===== src/rtl/pwmtx_if.sv =====
// pwmtx_if: control and status bundle for the pwmtx servo PWM generator.
//
// Signals (named from the DUT's point of view):
//   enable_in        - level, request frame generation
//   width_in         - requested pulse width in clocks
//   width_valid_in   - one-cycle strobe, loads width_in into the shadow register
//   pulse_out        - registered PWM output
//   period_start_out - one-cycle strobe in the first cycle of every frame
//   active_width_out - width in use for the current frame
//   clamped_out      - last accepted write was clamped
//   busy_out         - high while frames are being generated
//   state_dbg        - FSM state (0 = IDLE, 1 = RUN)
//
// Handshake: width_valid_in is a valid-only strobe with no ready. Every
// cycle with width_valid_in high is an accepted write of width_in,
// regardless of state. There is no backpressure.
interface pwmtx_if #(
  parameter int unsigned SIZE = 32
);
  logic            enable_in;
  logic [SIZE-1:0] width_in;
  logic            width_valid_in;
  logic            pulse_out;
  logic            period_start_out;
  logic [SIZE-1:0] active_width_out;
  logic            clamped_out;
  logic            busy_out;
  logic            state_dbg;

  modport master (
    output enable_in, width_in, width_valid_in,
    input  pulse_out, period_start_out, active_width_out, clamped_out,
           busy_out, state_dbg
  );

  modport slave (
    input  enable_in, width_in, width_valid_in,
    output pulse_out, period_start_out, active_width_out, clamped_out,
           busy_out, state_dbg
  );
endinterface


===== src/rtl/pwmtx.sv =====
// pwmtx: servo-style PWM pulse generator.
//
// The generator emits one high pulse per fixed frame of PERIOD clocks. The
// pulse width is given in clocks and is clamped to [MIN_WIDTH, MAX_WIDTH].
// Width writes go to a shadow register. The shadow register is copied into
// the active width only at a frame start, so the output never carries a
// glitch or a runt pulse.
//
// Ports:
//   clk_in     - system clock
//   reset_n_in - asynchronous active-low reset
//   bus        - pwmtx_if.slave (enable, width write strobe, PWM and status)
module pwmtx #(
  parameter int unsigned SIZE      = 32,
  parameter int unsigned SYSCLK    = 25000000,
  parameter int unsigned PERIOD    = 500000,
  parameter int unsigned MIN_WIDTH = 25000,
  parameter int unsigned MAX_WIDTH = 50000
) (
  input  logic    clk_in,
  input  logic    reset_n_in,
  pwmtx_if.slave  bus
);

  // Elaboration-time parameter legality check. SYSCLK is documentation only.
  if (MIN_WIDTH == 0 || MIN_WIDTH > MAX_WIDTH || MAX_WIDTH >= PERIOD ||
      SYSCLK == 0 ||
      (64'(PERIOD) > ((64'd1 << SIZE) - 64'd1))) begin : g_param_check
    $error("pwmtx: illegal parameter combination");
  end

  localparam logic [SIZE-1:0] MIN_L  = SIZE'(MIN_WIDTH);
  localparam logic [SIZE-1:0] MAX_L  = SIZE'(MAX_WIDTH);
  localparam logic [SIZE-1:0] LAST_L = SIZE'(PERIOD - 1);

  typedef enum logic {
    IDLE = 1'b0,
    RUN  = 1'b1
  } state_t;

  state_t          state, state_nxt;
  logic [SIZE-1:0] count, count_nxt;
  logic [SIZE-1:0] active, active_nxt;
  logic [SIZE-1:0] shadow, shadow_nxt;
  logic            pulse, pulse_nxt;
  logic            pstart, pstart_nxt;
  logic            clamped, clamped_nxt;

  logic [SIZE-1:0] clamp_w;
  logic            clamp_hit;
  logic [SIZE-1:0] next_shadow;
  logic [SIZE-1:0] count_inc;

  // Saturate the requested width into the legal range (unsigned compare).
  always_comb begin
    clamp_w   = bus.width_in;
    clamp_hit = 1'b0;
    if (bus.width_in < MIN_L) begin
      clamp_w   = MIN_L;
      clamp_hit = 1'b1;
    end else if (bus.width_in > MAX_L) begin
      clamp_w   = MAX_L;
      clamp_hit = 1'b1;
    end
  end

  // Shadow value as it will be after this edge. A write on a frame-start
  // edge therefore already applies to the frame that is starting.
  assign next_shadow = bus.width_valid_in ? clamp_w : shadow;

  // count never exceeds PERIOD-2 when incremented, so this cannot wrap.
  assign count_inc = count + 1'b1;

  always_comb begin
    state_nxt   = state;
    count_nxt   = count;
    active_nxt  = active;
    pulse_nxt   = pulse;
    pstart_nxt  = 1'b0;
    shadow_nxt  = next_shadow;
    clamped_nxt = bus.width_valid_in ? clamp_hit : clamped;

    case (state)
      IDLE: begin
        count_nxt = '0;
        pulse_nxt = 1'b0;
        if (bus.enable_in) begin
          state_nxt  = RUN;
          active_nxt = next_shadow;
          pulse_nxt  = 1'b1;
          pstart_nxt = 1'b1;
        end
      end
      RUN: begin
        if (count != LAST_L) begin
          count_nxt = count_inc;
          pulse_nxt = (count_inc < active);
        end else if (bus.enable_in) begin
          // Back-to-back frame. enable_in is only looked at here, so a frame
          // that has started always runs to its end.
          count_nxt  = '0;
          active_nxt = next_shadow;
          pulse_nxt  = 1'b1;
          pstart_nxt = 1'b1;
        end else begin
          state_nxt = IDLE;
          count_nxt = '0;
          pulse_nxt = 1'b0;
        end
      end
      default: begin
        state_nxt = IDLE;
        count_nxt = '0;
        pulse_nxt = 1'b0;
      end
    endcase
  end

  always_ff @(posedge clk_in or negedge reset_n_in) begin
    if (!reset_n_in) begin
      state   <= IDLE;
      count   <= '0;
      active  <= MIN_L;
      shadow  <= MIN_L;
      pulse   <= 1'b0;
      pstart  <= 1'b0;
      clamped <= 1'b0;
    end else begin
      state   <= state_nxt;
      count   <= count_nxt;
      active  <= active_nxt;
      shadow  <= shadow_nxt;
      pulse   <= pulse_nxt;
      pstart  <= pstart_nxt;
      clamped <= clamped_nxt;
    end
  end

  assign bus.pulse_out        = pulse;
  assign bus.period_start_out = pstart;
  assign bus.active_width_out = active;
  assign bus.clamped_out      = clamped;
  assign bus.busy_out         = (state == RUN);
  assign bus.state_dbg        = state;

endmodule


===== src/flat_wrapper.sv =====
// flat-port wrapper written by rule: the top's interface ports become plain ports
module pwmtx_flat 
#(
  parameter int unsigned SIZE      = 32,
  parameter int unsigned SYSCLK    = 25000000,
  parameter int unsigned PERIOD    = 500000,
  parameter int unsigned MIN_WIDTH = 25000,
  parameter int unsigned MAX_WIDTH = 50000
)
  (clk_in, reset_n_in, bus_enable_in, bus_width_in, bus_width_valid_in, bus_pulse_out, bus_period_start_out, bus_active_width_out, bus_clamped_out, bus_busy_out, bus_state_dbg);
  pwmtx_if #(.SIZE(SIZE)) bus_i ();
  input  logic clk_in;
  input  logic reset_n_in;
  input wire logic [$bits(bus_i.enable_in)-1:0] bus_enable_in;
  input wire logic [$bits(bus_i.width_in)-1:0] bus_width_in;
  input wire logic [$bits(bus_i.width_valid_in)-1:0] bus_width_valid_in;
  output wire logic [$bits(bus_i.pulse_out)-1:0] bus_pulse_out;
  output wire logic [$bits(bus_i.period_start_out)-1:0] bus_period_start_out;
  output wire logic [$bits(bus_i.active_width_out)-1:0] bus_active_width_out;
  output wire logic [$bits(bus_i.clamped_out)-1:0] bus_clamped_out;
  output wire logic [$bits(bus_i.busy_out)-1:0] bus_busy_out;
  output wire logic [$bits(bus_i.state_dbg)-1:0] bus_state_dbg;
  assign bus_i.enable_in = bus_enable_in;
  assign bus_i.width_in = bus_width_in;
  assign bus_i.width_valid_in = bus_width_valid_in;
  assign bus_pulse_out = bus_i.pulse_out;
  assign bus_period_start_out = bus_i.period_start_out;
  assign bus_active_width_out = bus_i.active_width_out;
  assign bus_clamped_out = bus_i.clamped_out;
  assign bus_busy_out = bus_i.busy_out;
  assign bus_state_dbg = bus_i.state_dbg;
  pwmtx #(.SIZE(SIZE), .SYSCLK(SYSCLK), .PERIOD(PERIOD), .MIN_WIDTH(MIN_WIDTH), .MAX_WIDTH(MAX_WIDTH)) u_core (.clk_in(clk_in), .reset_n_in(reset_n_in), .bus(bus_i));
endmodule

===== config.mk =====
export PLATFORM = sky130hd
export DESIGN_NAME = pwmtx_flat
export DESIGN_NICKNAME = d
export VERILOG_FILES = /design/src/rtl/pwmtx_if.sv /design/src/rtl/pwmtx.sv /design/src/flat_wrapper.sv
export SDC_FILE = /design/constraint.sdc
export NUM_CORES = 1
export LEC_CHECK = 0
export ABC_AREA = 0
export CELL_PAD_IN_SITES_DETAIL_PLACEMENT = 1
export CELL_PAD_IN_SITES_GLOBAL_PLACEMENT = 2
export CORE_MARGIN = 2
export CORE_UTILIZATION = 38
export CTS_CLUSTER_SIZE = 25
export DETAILED_ROUTE_END_ITERATION = 12
export PLACE_DENSITY = 0.94
export SYNTH_ARGS = -nofsm -noshare
export SYNTH_HDL_FRONTEND = slang
export SYNTH_SLANG_ARGS = --single-unit

===== constraint.sdc =====
create_clock -name clk_in -period 4.4 [get_ports clk_in]
set_input_delay 0.88 -clock clk_in [delete_from_list [all_inputs] [get_ports clk_in]]
set_output_delay 0.88 -clock clk_in [all_outputs]
set_load 0.02 [all_outputs]

==> reports/metrics.yaml <==
status: "complete, no violations"
ys.flop_type: "dfrtp_1"
dp_slack_ns: 1.06
grt_pass1_wl_um: 22600
startpoint: "u_core.count[0]$_DFF_PN0_"
p_leak_nw: 2.92
post_cts_buffers: 0
period_minus_slack_ns: 3.44
synth_edf_count: 0
clk_pin_slew_ns: 0.07
nNetsFinal: 648
hp-start: "u_core.shadow[7]$_DFF_PN1_"
clkLatencyLatePin_ns: 0.35
fin_crit_sh_pct: 78.1
ctsResizeCount: 0
via_per_inst: 5.32
portBuffers: 72
synth_cells: 513
first_global_vias: 4364
grt-ovfl-total: 0
grt_max_degree: 59
place_congestion: 0.910
slew_violations: 0
critPathCaptureType: "flip-flop"
p_total_mw: 1.80
hold_class: "flip-flop to flip-flop"
rsz0062_at_grt: "false"
syn_avg_cell_area_um2: 10.2
cts_made_buffers: 9
rr_startpoint: "u_core.count[0]$_DFF_PN0_"
dr_wl_met2_um: 6980
ir_drop_uv: 207
layout_common_cells: "dfrtp_1 (88), clkdlybuf4s50_1 (71), nor2b_1 (53)"
wire_per_inst_um: 17.7
crit_chain: "ha_1 > nand4_1 > nor2_1 > nand2_1 > xnor2_1 > ha_1 > nand4_1 > nor4_1 > a311oi_1 > a311oi_1 > o41ai_1"
core_area_um2: 13300
drt-initial-drc-count: 142
yosysUniqueCellTypes: 50
layout_setup_ws_ns: 0.963
cts_tree: "done"
initial_core_util_pct: 39.2
start_kind: "flip-flop"
syn_nets: 581
cts_sinks: 100
setup-tns-final_ns: 0
syn-cell-area_um2: 5230
path_class: "flip-flop to flip-flop"
highest_layer: "met4"
die_h_um: 121
firstDrtPassIters: 4
tightest_slew_ns: 0.905
placementRows: 42
n_antenna_cell: 0
htree_levels: 3
fin_worst_skew_ns: 0.00915
wl_met1_um: 5880
max_freq_mhz: 291
dp_hpwl_um: 9830
finalSetupViolCount: 0
final_common_cell: "dfrtp_1"
p_per_area_nw_per_um2: 281
vias: 4046
crit_required_ns: 4.61
cpMaxStageDelayCell: "nor2_1"
area_growth_pct: 22.1
drt-total-wl_um: 13500
drive_above_1_share_pct: 9.06
yosysSeqAreaShare_pct: 48.2
ys_warn_count: 0
maxCapViolCount: 0
cts-root-buf: "clkbuf_16"
fin_cells: 761
worstPathMaxFanout: 12
dp.cells: 745
hold_viol_final: 0
hold_buffers: 0
drc_errors: 0
grtUsageTotal_pct: 19.9
die_area_um2: 14700
critPathArrivalTime_ns: 3.65
ant_nets: 0
max_stage_delay_ns: 0.74
n_fill_cell: 1512
clock_path_buffers: 2
ys_async_sr_fraction_pct: 100
synth-seq-cells: 100
die_w_um: 121
num_io_pins: 73
wl_met3_um: 475
antenna_found_initial: 0
slew_headroom_pct: 39.5
==> cell type report <==
class,instances,area (µm²),share of cell area (%)
Multi-Input combinational cell,341,2400,37.6
Inverter,50,188,2.94
Clock inverter,5,62.6,0.980
Tap cell,176,220,3.45
Sequential cell,100,2520,39.4
Timing Repair Buffer,78,763,12.0
Clock buffer,11,233,3.64
==> Yosys cell counts (2+ instances only) <==
cell	count	share of area, %
a211o_1	2	0.34
a211oi_1	3	0.43
a21o_1	2	0.29
a21oi_1	26	2.5
a311oi_1	2	0.34
a31oi_1	8	0.96
and2_1	5	0.60
and3_1	6	0.72
and4_1	6	1.0
buf_2	9	0.86
buf_4	3	0.43
buf_6	2	0.43
clkbuf_1	7	0.50
dfrtp_1	88	42
dfstp_2	12	6.0
ha_1	32	7.7
inv_1	49	3.5
mux2_1	3	0.65
mux2_2	4	0.86
mux2_4	3	0.86
nand2_1	25	1.8
nand2b_1	3	0.36
nand3_1	31	3.0
nand4_1	16	1.9
nor2_1	25	1.8
nor2b_1	53	6.3
nor3_1	4	0.38
nor4_1	6	0.72
nor4_2	5	1.2
o211ai_1	5	0.72
o21ai_0	21	2.0
xnor2_1	26	4.4
xor2_1	4	0.67
==> power breakdown <==
group | switching (mW) | internal, mW | total, mW
clock | 0.351 | 0.443 | 0.794
combinational | 0.0477 | 0.0350 | 0.0827
sequential | 0.000000652 | 0.919 | 0.919
total | 0.398 | 1.40 | 1.80
==> per-stage QoR <==
stage / hold WS (ns) / util [%] / instance area, µm²
2_1_floorplan: 0.455 / - / 5230
3_3_place_gp: 0.468 / 45.6 / 6090
3_5_place_dp: 0.494 / 45.6 / 6090
4_1_cts: 0.504 / 47.8 / 6380
5_1_grt: 0.536 / 47.8 / 6380
6_report: 0.501 / 47.8 / 6380
==> routing by layer <==
metal	up-vias	track usage (%)
li1	1891	-
met1	2068	25.0
met2	72	35.0
met3	15	4.23
met4	0	4.45
met5	-	0
==> sequential cells by signal, indices dropped and copies added (netlist names) <==
register / flops
u_core.shadow: 32
u_core.bus.clamped_out: 1
u_core.bus.pulse_out: 1
u_core.count: 32
u_core.bus.active_width_out: 32
u_core.bus.busy_out: 1
u_core.bus.period_start_out: 1
==> cells by family (layout without fill, tap and decap cells) <==
family          after synthesis  count (layout)  synth area share (%)
flops                       100             100                  48.2
simple gates                190             190                  20.9
mux                          10              10                  2.37
compound gates               79              79                  9.93
xor+xnor                     30              30                  5.03
fa+ha+maj                    32              32                  7.66
buf+inv                      72             144                  5.91
==> worst max-delay path: cells and delay by family, from the launching register on <==
kind	cells	cell delay, ns
xor+xnor	1	0.18
simple gates	5	1.59
compound gates	3	0.55
fa+ha+maj	2	0.56
flops	1	0.42
==> worst paths after layout <==
path                                                                to  slack (ns)  depth (start not counted)
max                                     u_core.bus.pulse_out$_DFF_PN0_        0.96                         11
min                                         u_core.shadow[7]$_DFF_PN1_        0.50                          2
max reg2reg                             u_core.bus.pulse_out$_DFF_PN0_        0.96                         11
min reg2reg                                 u_core.shadow[7]$_DFF_PN1_        0.50                          2
max in group asynchronous  u_core.bus.active_width_out[13]$_DFFE_PN1P_        2.99                          2
min in group asynchronous  u_core.bus.active_width_out[26]$_DFFE_PN0P_        0.54                          1
No activity file was read; power rests on OpenSTA's default activity.
